==> src/rtl/read_arbiter_if.sv <==
// -----------------------------------------------------------------------------
// read_arbiter_if
// Bundles the engine-side request/data signals and the master-side AXI-like
// read request/data channel of the read arbiter.
//   master modport : the arbiter's view (accepts engine requests, drives the
//                    master request channel, routes read data to the engines)
//   slave modport  : the surrounding system's view (engines + memory master)
// Signals:
//   eng_rd_id/addr/len/info_valid  -> per-engine request fields and valid
//   eng_rd_info_rdy                <- per-engine request accept strobe
//   eng_rd_data/data_valid         <- broadcast read data, per-engine valid
//   eng_rd_data_rdy                -> per-engine data ready
//   m_rd_id/addr/len/info_valid    <- master request
//   m_rd_info_rdy                  -> master request ready
//   m_rd_data/data_id/data_last/data_valid -> master read data
//   m_rd_data_rdy                  <- master read data ready
//   bad_id_err                     <- sticky out-of-range engine index flag
// -----------------------------------------------------------------------------
interface read_arbiter_if #(
  parameter int NUM_ENGINES = 4,
  parameter int ID_WIDTH    = 8
);
  logic [NUM_ENGINES*(ID_WIDTH-4)-1:0] eng_rd_id;
  logic [NUM_ENGINES*33-1:0]           eng_rd_addr;
  logic [NUM_ENGINES*8-1:0]            eng_rd_len;
  logic [NUM_ENGINES-1:0]              eng_rd_info_valid;
  logic [NUM_ENGINES-1:0]              eng_rd_info_rdy;
  logic [255:0]                        eng_rd_data;
  logic [NUM_ENGINES-1:0]              eng_rd_data_valid;
  logic [NUM_ENGINES-1:0]              eng_rd_data_rdy;

  logic [ID_WIDTH-1:0]                 m_rd_id;
  logic [32:0]                         m_rd_addr;
  logic [7:0]                          m_rd_len;
  logic                                m_rd_info_valid;
  logic                                m_rd_info_rdy;
  logic [255:0]                        m_rd_data;
  logic [ID_WIDTH-1:0]                 m_rd_data_id;
  logic                                m_rd_data_last;
  logic                                m_rd_data_valid;
  logic                                m_rd_data_rdy;

  logic                                bad_id_err;

  modport master (
    input  eng_rd_id, eng_rd_addr, eng_rd_len, eng_rd_info_valid, eng_rd_data_rdy,
           m_rd_info_rdy, m_rd_data, m_rd_data_id, m_rd_data_last, m_rd_data_valid,
    output eng_rd_info_rdy, eng_rd_data, eng_rd_data_valid,
           m_rd_id, m_rd_addr, m_rd_len, m_rd_info_valid, m_rd_data_rdy, bad_id_err
  );

  modport slave (
    output eng_rd_id, eng_rd_addr, eng_rd_len, eng_rd_info_valid, eng_rd_data_rdy,
           m_rd_info_rdy, m_rd_data, m_rd_data_id, m_rd_data_last, m_rd_data_valid,
    input  eng_rd_info_rdy, eng_rd_data, eng_rd_data_valid,
           m_rd_id, m_rd_addr, m_rd_len, m_rd_info_valid, m_rd_data_rdy, bad_id_err
  );
endinterface

==> src/rtl/read_arbiter.sv <==
// -----------------------------------------------------------------------------
// read_arbiter
// Round-robin arbiter merging NUM_ENGINES read-burst requesters onto a single
// master read channel, with an outstanding-burst limit, and routing of returned
// read data back to the owning engine using the top 4 bits of the data ID.
// Ports:
//   clk   - clock, rising edge
//   rst_n - asynchronous active-low reset
//   bus   - read_arbiter_if.master (engine and master channels, bad_id_err)
// -----------------------------------------------------------------------------
module read_arbiter #(
  parameter int NUM_ENGINES     = 4,
  parameter int ID_WIDTH        = 8,
  parameter int MAX_OUTSTANDING = 8
) (
  input  logic          clk,
  input  logic          rst_n,
  read_arbiter_if.master bus
);

  localparam int EW = ID_WIDTH - 4;
  localparam int CW = $clog2(MAX_OUTSTANDING) + 1;

  typedef enum logic {IDLE = 1'b0, ISSUE = 1'b1} state_e;

  state_e              state_q, state_d;
  logic [3:0]          rr_ptr_q, rr_ptr_d;
  logic [CW-1:0]       outstanding_q, outstanding_d;
  logic                m_valid_q, m_valid_d;
  logic [ID_WIDTH-1:0] m_id_q, m_id_d;
  logic [32:0]         m_addr_q, m_addr_d;
  logic [7:0]          m_len_q, m_len_d;
  logic                bad_id_q, bad_id_d;

  logic                found;
  logic [3:0]          win;
  logic [EW-1:0]       sel_id;
  logic [32:0]         sel_addr;
  logic [7:0]          sel_len;
  logic                accept;
  logic [NUM_ENGINES-1:0] grant;
  logic                m_inc, m_dec;
  logic [3:0]          data_idx;
  logic                data_idx_ok;
  logic [NUM_ENGINES-1:0] data_valid;
  logic                data_rdy;

  // Round-robin search: the k-th candidate is engine (rr_ptr + k) mod N.
  // NOTE: every signal written here gets a default first so no latch is inferred.
  always_comb begin
    found    = 1'b0;
    win      = '0;
    sel_id   = '0;
    sel_addr = '0;
    sel_len  = '0;
    for (int k = 0; k < NUM_ENGINES; k++) begin
      for (int j = 0; j < NUM_ENGINES; j++) begin
        if (!found && bus.eng_rd_info_valid[j] &&
            ((int'(rr_ptr_q) + k) % NUM_ENGINES) == j) begin
          found    = 1'b1;
          win      = 4'(j);
          sel_id   = bus.eng_rd_id[j*EW +: EW];
          sel_addr = bus.eng_rd_addr[j*33 +: 33];
          sel_len  = bus.eng_rd_len[j*8 +: 8];
        end
      end
    end
  end

  assign accept = (state_q == IDLE) && found &&
                  (outstanding_q < CW'(MAX_OUTSTANDING));

  always_comb begin
    for (int j = 0; j < NUM_ENGINES; j++) begin
      grant[j] = accept && (win == 4'(j));
    end
  end

  // Request FSM: IDLE accepts one engine request, ISSUE holds it on the
  // master channel until the handshake completes.
  always_comb begin
    state_d  = state_q;
    rr_ptr_d = rr_ptr_q;
    m_valid_d = m_valid_q;
    m_id_d   = m_id_q;
    m_addr_d = m_addr_q;
    m_len_d  = m_len_q;
    unique case (state_q)
      IDLE: begin
        if (accept) begin
          m_id_d    = {win, sel_id};
          m_addr_d  = sel_addr;
          m_len_d   = sel_len;
          m_valid_d = 1'b1;
          rr_ptr_d  = (win == 4'(NUM_ENGINES - 1)) ? 4'd0 : win + 4'd1;
          state_d   = ISSUE;
        end
      end
      ISSUE: begin
        if (m_valid_q && bus.m_rd_info_rdy) begin
          m_valid_d = 1'b0;
          state_d   = IDLE;
        end
      end
      default: state_d = IDLE;
    endcase
  end

  // Outstanding bursts: +1 on master request accept, -1 on last data beat.
  assign m_inc = m_valid_q && bus.m_rd_info_rdy;
  assign m_dec = bus.m_rd_data_valid && data_rdy && bus.m_rd_data_last;

  always_comb begin
    outstanding_d = outstanding_q;
    if (m_inc && !m_dec) begin
      outstanding_d = outstanding_q + CW'(1);
    end else if (!m_inc && m_dec && (outstanding_q != '0)) begin
      outstanding_d = outstanding_q - CW'(1);
    end
  end

  // Data routing: beats whose engine index is out of range are sunk.
  assign data_idx    = bus.m_rd_data_id[ID_WIDTH-1 -: 4];
  assign data_idx_ok = int'(data_idx) < NUM_ENGINES;

  always_comb begin
    data_valid = '0;
    data_rdy   = 1'b1;
    for (int j = 0; j < NUM_ENGINES; j++) begin
      if (data_idx == 4'(j)) begin
        data_valid[j] = bus.m_rd_data_valid;
        data_rdy      = bus.eng_rd_data_rdy[j];
      end
    end
  end

  assign bad_id_d = bad_id_q || (bus.m_rd_data_valid && !data_idx_ok);

  // NOTE: sequential state uses non-blocking assignments only.
  always_ff @(posedge clk or negedge rst_n) begin
    if (!rst_n) begin
      state_q       <= IDLE;
      rr_ptr_q      <= '0;
      outstanding_q <= '0;
      m_valid_q     <= 1'b0;
      m_id_q        <= '0;
      m_addr_q      <= '0;
      m_len_q       <= '0;
      bad_id_q      <= 1'b0;
    end else begin
      state_q       <= state_d;
      rr_ptr_q      <= rr_ptr_d;
      outstanding_q <= outstanding_d;
      m_valid_q     <= m_valid_d;
      m_id_q        <= m_id_d;
      m_addr_q      <= m_addr_d;
      m_len_q       <= m_len_d;
      bad_id_q      <= bad_id_d;
    end
  end

  // The accept strobe is combinational from the engine valids, so it is
  // masked while reset is held to keep it at its reset value.
  assign bus.eng_rd_info_rdy   = grant & {NUM_ENGINES{rst_n}};
  assign bus.m_rd_id           = m_id_q;
  assign bus.m_rd_addr         = m_addr_q;
  assign bus.m_rd_len          = m_len_q;
  assign bus.m_rd_info_valid   = m_valid_q;
  assign bus.eng_rd_data       = bus.m_rd_data;
  assign bus.eng_rd_data_valid = data_valid;
  assign bus.m_rd_data_rdy     = data_rdy;
  assign bus.bad_id_err        = bad_id_q;

endmodule
==> src/flat_wrapper.sv <==
// flat-port wrapper written by rule: the top's interface ports become plain ports
module read_arbiter_flat 
#(
  parameter int NUM_ENGINES     = 4,
  parameter int ID_WIDTH        = 8,
  parameter int MAX_OUTSTANDING = 8
)
  (clk, rst_n, bus_eng_rd_id, bus_eng_rd_addr, bus_eng_rd_len, bus_eng_rd_info_valid, bus_eng_rd_data_rdy, bus_m_rd_info_rdy, bus_m_rd_data, bus_m_rd_data_id, bus_m_rd_data_last, bus_m_rd_data_valid, bus_eng_rd_info_rdy, bus_eng_rd_data, bus_eng_rd_data_valid, bus_m_rd_id, bus_m_rd_addr, bus_m_rd_len, bus_m_rd_info_valid, bus_m_rd_data_rdy, bus_bad_id_err);
  read_arbiter_if #(.NUM_ENGINES(NUM_ENGINES), .ID_WIDTH(ID_WIDTH)) bus_i ();
  input  logic clk;
  input  logic rst_n;
  input wire logic [$bits(bus_i.eng_rd_id)-1:0] bus_eng_rd_id;
  input wire logic [$bits(bus_i.eng_rd_addr)-1:0] bus_eng_rd_addr;
  input wire logic [$bits(bus_i.eng_rd_len)-1:0] bus_eng_rd_len;
  input wire logic [$bits(bus_i.eng_rd_info_valid)-1:0] bus_eng_rd_info_valid;
  input wire logic [$bits(bus_i.eng_rd_data_rdy)-1:0] bus_eng_rd_data_rdy;
  input wire logic [$bits(bus_i.m_rd_info_rdy)-1:0] bus_m_rd_info_rdy;
  input wire logic [$bits(bus_i.m_rd_data)-1:0] bus_m_rd_data;
  input wire logic [$bits(bus_i.m_rd_data_id)-1:0] bus_m_rd_data_id;
  input wire logic [$bits(bus_i.m_rd_data_last)-1:0] bus_m_rd_data_last;
  input wire logic [$bits(bus_i.m_rd_data_valid)-1:0] bus_m_rd_data_valid;
  output wire logic [$bits(bus_i.eng_rd_info_rdy)-1:0] bus_eng_rd_info_rdy;
  output wire logic [$bits(bus_i.eng_rd_data)-1:0] bus_eng_rd_data;
  output wire logic [$bits(bus_i.eng_rd_data_valid)-1:0] bus_eng_rd_data_valid;
  output wire logic [$bits(bus_i.m_rd_id)-1:0] bus_m_rd_id;
  output wire logic [$bits(bus_i.m_rd_addr)-1:0] bus_m_rd_addr;
  output wire logic [$bits(bus_i.m_rd_len)-1:0] bus_m_rd_len;
  output wire logic [$bits(bus_i.m_rd_info_valid)-1:0] bus_m_rd_info_valid;
  output wire logic [$bits(bus_i.m_rd_data_rdy)-1:0] bus_m_rd_data_rdy;
  output wire logic [$bits(bus_i.bad_id_err)-1:0] bus_bad_id_err;
  assign bus_i.eng_rd_id = bus_eng_rd_id;
  assign bus_i.eng_rd_addr = bus_eng_rd_addr;
  assign bus_i.eng_rd_len = bus_eng_rd_len;
  assign bus_i.eng_rd_info_valid = bus_eng_rd_info_valid;
  assign bus_i.eng_rd_data_rdy = bus_eng_rd_data_rdy;
  assign bus_i.m_rd_info_rdy = bus_m_rd_info_rdy;
  assign bus_i.m_rd_data = bus_m_rd_data;
  assign bus_i.m_rd_data_id = bus_m_rd_data_id;
  assign bus_i.m_rd_data_last = bus_m_rd_data_last;
  assign bus_i.m_rd_data_valid = bus_m_rd_data_valid;
  assign bus_eng_rd_info_rdy = bus_i.eng_rd_info_rdy;
  assign bus_eng_rd_data = bus_i.eng_rd_data;
  assign bus_eng_rd_data_valid = bus_i.eng_rd_data_valid;
  assign bus_m_rd_id = bus_i.m_rd_id;
  assign bus_m_rd_addr = bus_i.m_rd_addr;
  assign bus_m_rd_len = bus_i.m_rd_len;
  assign bus_m_rd_info_valid = bus_i.m_rd_info_valid;
  assign bus_m_rd_data_rdy = bus_i.m_rd_data_rdy;
  assign bus_bad_id_err = bus_i.bad_id_err;
  read_arbiter #(.NUM_ENGINES(NUM_ENGINES), .ID_WIDTH(ID_WIDTH), .MAX_OUTSTANDING(MAX_OUTSTANDING)) u_core (.clk(clk), .rst_n(rst_n), .bus(bus_i));
endmodule
==> config.mk <==
export PLATFORM = sky130hd
export DESIGN_NAME = read_arbiter_flat
export DESIGN_NICKNAME = d
export VERILOG_FILES = /design/src/rtl/read_arbiter_if.sv /design/src/rtl/read_arbiter.sv /design/src/flat_wrapper.sv
export SDC_FILE = /design/constraint.sdc
export NUM_CORES = 1
export LEC_CHECK = 0
export BUFFER_PORTS_ARGS = -buffer_cell sky130_fd_sc_hd__buf_2
export CAP_MARGIN = 40
export CORE_AREA = 8 8 294 296
export DETAILED_ROUTE_END_ITERATION = 16
export DIE_AREA = 0 0 302 304
export GPL_TIMING_DRIVEN = 0
export SLEW_MARGIN = 10
export SYNTH_ARGS = -nofsm -noshare
export SYNTH_HDL_FRONTEND = slang
export SYNTH_SLANG_ARGS = --single-unit
==> constraint.sdc <==
create_clock -name clk -period 3.35 [get_ports clk]
set_input_delay 0.335 -clock clk [delete_from_list [all_inputs] [get_ports clk]]
set_output_delay 0.335 -clock clk [all_outputs]
set_load 0.05 [all_outputs]
Yosys cells after proc, flatten, opt, wreduce, memory -nomap -nowiden

Cells that the tools add are included.

Bits in registers: 58
Logic and storage cells: 213

Add/subtract/negate cells: 6
$lt $le $gt $ge: 2
Eq/ne operators: 20
Mux-type cells: 96
Bitwise logic cells: 5
Reductions and logical operators: 76

Operators by type and width:

| cell                  | number |
|---|---|
| $mux W33              | 16 |
| $logic_not A32 Y1     | 4 |
| $mux W8               | 16 |
| $mux W4               | 18 |
| $logic_and A1 B1 Y1   | 44 |
| $mux W2               | 15 |
| $mux W1               | 29 |
| $eq A3 B3 Y1 const B  | 6 |
| $logic_not A1 Y1      | 18 |
| $eq A3 B2 Y1 const B  | 3 |
| $eq A2 B2 Y1 const B  | 4 |
| $eq A4 B2 Y1 const B  | 2 |
| $logic_not A4 Y1      | 2 |
| $reduce_or A2 Y1      | 3 |
| $add A2 B1 Y2 const B | 2 |
| $add A2 B2 Y2 const B | 2 |
| $add A4 B1 Y4 const B | 1 |
| $and A4 B4 Y4         | 1 |
| $eq A2 B1 Y1 const B  | 2 |
| $eq A4 B1 Y1 const B  | 1 |
| $lt A4 B3 Y1 const B  | 1 |
| $lt A4 B4 Y1 const B  | 1 |
| $pmux W1 S2           | 2 |
| $reduce_and A2 Y1     | 2 |
| 8 further kinds       | 10 |

Depth between registers and ports, before layout

Depth after elaboration: 67
Gate-level depth with buffers: 10
Gate-level depth less buffers: 8

Worst setup path before layout

No wires, ideal clock.

Path kind: register to output
From: register u_core.rr_ptr_q[1]
To: output port bus_eng_rd_info_rdy[1]
Data arrival time: 2479 ps
Required time: 3015 ps
Path slack: 536 ps
Stages on the path, launching flop included: 8
Path through: dfrtp_1 -> buf_2 -> clkbuf_1 -> a21o_1 -> a21oi_1 -> o22ai_1 -> inv_1 -> nor3_1

RTL lines:

| item                              | RTL line            | RTL |
|---|---|---|
| from (decl)                       | read_arbiter.sv:27  | `logic [3:0] rr_ptr_q, rr_ptr_d;` |
| from (signal assigned)            | read_arbiter.sv:152 | `rr_ptr_q <= rr_ptr_d;` |
| $logic_not A32 Y1                 | read_arbiter.sv:59  | `((int'(rr_ptr_q) + k) % NUM_ENGINES) == j) begin` |
| $logic_and A1 B1 Y1               | read_arbiter.sv:58  | `if (!found && bus.eng_rd_info_valid[j] &&` |
| $mux W1                           | read_arbiter.sv:58  |  |
| $logic_not A1 Y1                  | read_arbiter.sv:58  |  |
| $logic_and A1 B1 Y1 (2 in series) | read_arbiter.sv:58  |  |
| $mux W1                           | read_arbiter.sv:58  |  |
| $logic_not A1 Y1                  | read_arbiter.sv:58  |  |
| $logic_and A1 B1 Y1 (2 in series) | read_arbiter.sv:58  |  |
| [... 48 more ...]                 | --                  |  |
| $mux W1                           | read_arbiter.sv:58  |  |
| $logic_not A1 Y1                  | read_arbiter.sv:58  |  |
| $logic_and A1 B1 Y1 (2 in series) | read_arbiter.sv:58  |  |
| $mux W2 (*)                       | read_arbiter.sv:58  |  |
| named net u_core.win[1]           | read_arbiter.sv:36  | `logic [3:0] win;` |
| $eq A2 B1 Y1 (*)                  | read_arbiter.sv:75  | `grant[j] = accept && (win == 4'(j));` |
| $logic_and A1 B1 Y1 (*)           | read_arbiter.sv:75  |  |
| $and A4 B4 Y4 (*)                 | read_arbiter.sv:164 | `assign bus.eng_rd_info_rdy = grant & {NUM_ENGINES{rst_n}};` |
| to (decl)                         | flat_wrapper.sv:22  | `output wire logic [$bits(bus_i.eng_rd_info_rdy)-1:0] bus_eng_rd_info_rdy;` |

Mark *: on every way through the listed nets, which the timed path passes. The rest lies on a longest branch.

Worst setup path in the final report

From: register u_core.rr_ptr_q[0]
To: register u_core.m_id_q[3] (netlist: u_core.bus.m_rd_id[3])

Longest elaborated chain between the ends: 66

RTL lines:

| item                               | RTL line            | RTL |
|---|---|---|
| $logic_not A32 Y1                  | read_arbiter.sv:59  |  |
| $logic_and A1 B1 Y1                | read_arbiter.sv:58  |  |
| $mux W1                            | read_arbiter.sv:58  |  |
| $logic_not A1 Y1                   | read_arbiter.sv:58  |  |
| $logic_and A1 B1 Y1 (2 in series)  | read_arbiter.sv:58  |  |
| $mux W1                            | read_arbiter.sv:58  |  |
| $logic_not A1 Y1                   | read_arbiter.sv:58  |  |
| $logic_and A1 B1 Y1 (2 in series)  | read_arbiter.sv:58  |  |
| [... 45 more ...]                  | --                  |  |
| $logic_not A1 Y1                   | read_arbiter.sv:58  |  |
| $logic_and A1 B1 Y1 (2 in series)  | read_arbiter.sv:58  |  |
| $mux W1                            | read_arbiter.sv:58  |  |
| $logic_not A1 Y1                   | read_arbiter.sv:58  |  |
| $logic_and A1 B1 Y1 (2 in series)  | read_arbiter.sv:58  |  |
| $mux W1                            | read_arbiter.sv:58  |  |
| $logic_and A1 B1 Y1 (2 in series)  | read_arbiter.sv:70  | `assign accept = (state_q == IDLE) && found &&` |
| $reduce_and A2 Y1 (no source line) | --                  |  |
| to (signal assigned)               | read_arbiter.sv:155 | `m_id_q <= m_id_d;` |
| to (decl)                          | read_arbiter.sv:30  | `logic [ID_WIDTH-1:0] m_id_q, m_id_d;` |

Several ways; a longest one is shown, not always the timed one.
A chain may end at the register's enable or synchronous reset.

==> impl_metrics.tcl <==
set metrics [dict create \
    run_status "complete, no violations" \
    chipWidth_um 302 \
    power-per-cell-area_nw_per_um2 644 \
    layout_worst_path_cycle_share_pct 95.0 \
    clock_tree.buffer_depth 2 \
    full_die_area_um2 91800 \
    holdCritPathClass "primary input to flip-flop" \
    crit_path_top_delay_cell "sky130_fd_sc_hd__nor2_2" \
    cts-buffers-inserted 5 \
    tritoncts_clock_tree "done" \
    layout.cell_area.non_filler_um2 13900 \
    postSynth.topFlopCell "sky130_fd_sc_hd__dfrtp_1" \
    timing.critical_path.cells "buf_2 -> buf_2 -> nand3b_2 -> nor2_2 -> clkbuf_1 -> a222oi_1 -> a211o_1 -> o311ai_1" \
    final_net_count 2283 \
    grt_max_degree 33 \
    timing.hold.worst.start "bus_eng_rd_id[13]" \
    critical_path_required_ps 3580 \
    reg2reg_to "u_core.bus.m_rd_id[3]" \
    number_of_global_route_vias_before_repair 12986 \
    grt_pass1_wl_um 104000 \
    avgSynthCellArea_um2 7.49 \
    timing.reg2reg.worst_path_depth 8 \
    timing.critical_path.to_type "flip-flop" \
    hold_viol 0 \
    post-route-util_pct 17.0 \
    clk_latency_worst_skew_pair_ps 350 \
    critical_path_launch_point "u_core.rr_ptr_q[0]" \
    core_region_area_um2 81600 \
    start_util_pct 11.9 \
    netlist_instances 1293 \
    number_of_buffer_cells_added_on_primary_ports 510 \
    holdPathStages 3 \
    hold-path-endpoint "u_core.bus.m_rd_id[1]" \
    tightestPinTransition_ps 985 \
    route.final.wire_length_um 76300 \
    gpl.final_weighted_congestion 0.911 \
    firstDrtPassIters 12 \
    critical_path_peak_fanout 10 \
    number_of_antenna_violations_at_the_first_check_in_global_routing 70 \
    die-height_um 304 \
    critical-path-max-stage-delay_ps 800 \
    cts.sinks 56 \
    hpwl_um 62800 \
    finalWorstPathRequiredPeriod_ps 3180 \
    power.total_uw 8960 \
    synth_async_sr_flop_share_pct 100 \
    synth-warning-count 0 \
    n_fill_cell 9297 \
    routed-via-count 13696 \
    r2r_setup_slack_ps 170 \
    grt.total_usage_pct 15.4 \
    syn_area_um2 9680 \
    max_clock_freq_ghz 0.314 \
    vdd_drop_max_v 0.000579 \
    finClkSkew_ps 15.1 \
    start_kind "flip-flop" \
    detail_route.vias_per_cell 4.70 \
    drive_above_1_share_pct 47.4 \
    ctsHtreeMaxLevel 2 \
    postSynthRegisterBits 56 \
    power.leakage_uw 0.00628 \
    grt_setup_unrepaired "false" \
    dpl-instance-area_um2 13700 \
    finish_stage_setup_viols 0 \
    critPathMostFrequentCell "sky130_fd_sc_hd__buf_2" \
    synth_cell_type_count 77 \
    maxSlewViolCount 0 \
    critPathArrivalTime_ps 3410 \
    dp_cells 2883 \
    synth-seq-area-share_pct 14.5 \
    r2r_start "u_core.rr_ptr_q[0]" \
    avgRoutedWirePerCell_um 26.2 \
    max_cap_violations 0 \
    timing.slew.headroom_pct 34.4 \
    cts_root_buf "sky130_fd_sc_hd__clkbuf_16" \
    globalRouteOverflowTotal 0 \
    crit_type "flip-flop to flip-flop" \
    drc_errors 0 \
    post_synth_edffs 0 \
    fp-row-count 105 \
    fin_worst_hold_slack_ps 271 \
    drt_iter0_drc 2251 \
    clkTransAtPathRegs_ps 100 \
    ioPinCount 773 \
    synthToLayoutAreaGrowth_pct 43.6 \
    antenna_violating_nets_post_route 0 \
    instances_no_fill 2916 \
]
-- sequential cells by signal, summed over array words and instances (netlist names) --
name / count
u_core.bus.bad_id_err: 1
u_core.bus.m_rd_addr: 33
u_core.bus.m_rd_id: 6
u_core.bus.m_rd_info_valid: 1
u_core.bus.m_rd_len: 8
u_core.outstanding_q: 4
u_core.rr_ptr_q: 2
u_core.state_q: 1
-- cell usage in the layout (no fill, tap or decap), drive strengths merged, types with 26 or more instances in the layout --
master	Yosys	layout
buf	313	832
o22ai	65	65
a211o	26	26
a211oi	51	51
a221oi	28	28
nand2	37	37
dfrtp	56	56
a22oi	36	36
nor3	30	30
a21oi	87	87
a21o	51	51
clkbuf	73	78
and3	41	41
a222oi	53	53
o311ai	29	29
nor2	63	63
nand3	62	62
-- where the power goes --
part	switching (µW)	internal, µW	total [µW]	leakage (µW)
Sequential	217	1030	1250	0.000644
Clock	381	278	659	0.0000658
Combinational	4900	2160	7050	0.00557
Total	5500	3470	8960	0.00628
-- stage by stage --
step | TNS (ps) | setup slack (ps)
after global placement | -87.6 | -62.1
after global routing | 0 | 23.8
after floorplan | 0 | 536
final | 0 | 167
after CTS | 0 | 83.6
after detailed placement | 0 | 207
-- layout make-up --
type                       count  area (µm²)  area share [%]
antenna                       25        62.6           0.450
buffer                       386        2510            18.0
clock buffer                   5         125           0.900
clock inverter                 2        12.5          0.0900
inverter                      10        37.5           0.270
multi-input combinational    842        5750            41.4
sequential                    56        1400            10.1
tap                         1070        1340            9.62
timing repair buffer         520        2670            19.2
-- cell families after synthesis --
logic type / share of synthesized area, %
simple gates: 17.9
mux: 0.685
xor+xnor: 0.271
fa+ha+maj: 0.724
compound gates: 39.7
buf+inv: 26.3
flops: 14.5
other cells: 0.0387
-- layer usage --
metal	vias up	wire length, µm	GRT usage (%)
met5	-	251	0
met1	6412	29200	19.1
met2	1173	36200	26.1
li1	5922	-	-
met4	36	991	1.93
met3	153	9590	5.57
-- worst max-delay path by stage --
stage / depth (start not counted) / end / slack, ps
2_1_floorplan: 7 / bus_eng_rd_info_rdy[1] / 540
3_3_place_gp: 7 / bus_eng_rd_info_rdy[2] / -60
3_5_place_dp: 9 / u_core.bus.m_rd_id[0] / 210
4_1_cts: 9 / bus_eng_rd_info_rdy[3] / 80
5_1_grt: 10 / bus_eng_rd_info_rdy[3] / 20
6_report: 8 / u_core.bus.m_rd_id[3] / 170
-- critical path: cells and delay by family (launching register included) --
kind	cells	cell delay, ps
AO/OA/AOI/OAI	3	580
flip-flops	1	330
buffers and inverters	3	1060
AND/OR/NAND/NOR	2	1100
-- cell usage after synthesis (4+ instances only) --
cell	number	area, µm²
sky130_fd_sc_hd__a211o_1	25	219
sky130_fd_sc_hd__a211oi_1	51	383
sky130_fd_sc_hd__a21o_1	51	383
sky130_fd_sc_hd__a21oi_1	86	430
sky130_fd_sc_hd__a221o_1	12	120
sky130_fd_sc_hd__a221oi_1	28	245
sky130_fd_sc_hd__a222oi_1	53	531
sky130_fd_sc_hd__a22o_1	4	35.0
sky130_fd_sc_hd__a22oi_1	36	270
sky130_fd_sc_hd__a311oi_1	4	35.0
sky130_fd_sc_hd__a31oi_1	6	37.5
sky130_fd_sc_hd__and3_1	41	257
sky130_fd_sc_hd__buf_2	46	230
sky130_fd_sc_hd__buf_4	263	1970
sky130_fd_sc_hd__clkbuf_1	73	274
sky130_fd_sc_hd__dfrtp_1	56	1400
sky130_fd_sc_hd__ha_1	4	50.1
sky130_fd_sc_hd__inv_1	9	33.8
sky130_fd_sc_hd__nand2_1	37	139
sky130_fd_sc_hd__nand2b_1	7	43.8
sky130_fd_sc_hd__nand3_1	62	310
sky130_fd_sc_hd__nand4_1	20	125
sky130_fd_sc_hd__nor2_1	58	218
sky130_fd_sc_hd__nor2b_1	6	37.5
sky130_fd_sc_hd__nor3_1	30	150
sky130_fd_sc_hd__nor3b_1	5	37.5
sky130_fd_sc_hd__nor4_1	5	31.3
sky130_fd_sc_hd__o2111ai_1	4	35.0
sky130_fd_sc_hd__o211ai_1	13	97.6
sky130_fd_sc_hd__o21ai_0	10	50.1
sky130_fd_sc_hd__o221a_2	4	45.0
sky130_fd_sc_hd__o22ai_1	65	407
sky130_fd_sc_hd__o2bb2ai_1	5	43.8
sky130_fd_sc_hd__o311ai_0	4	35.0
sky130_fd_sc_hd__o311ai_1	25	219
sky130_fd_sc_hd__o32ai_1	11	96.3
sky130_fd_sc_hd__or2_0	11	68.8
sky130_fd_sc_hd__or3_1	6	37.5
-- repair_timing --
action	4_1_cts	5_1_grt
hold buffers	1	0
setup endpoints to repair	3	4
gates resized for setup	2	2
endpoints found under the hold margin	17	0
pin swaps	0	0
setup buffers	0	0
Note: power is estimated with default switching activity, not from simulation.
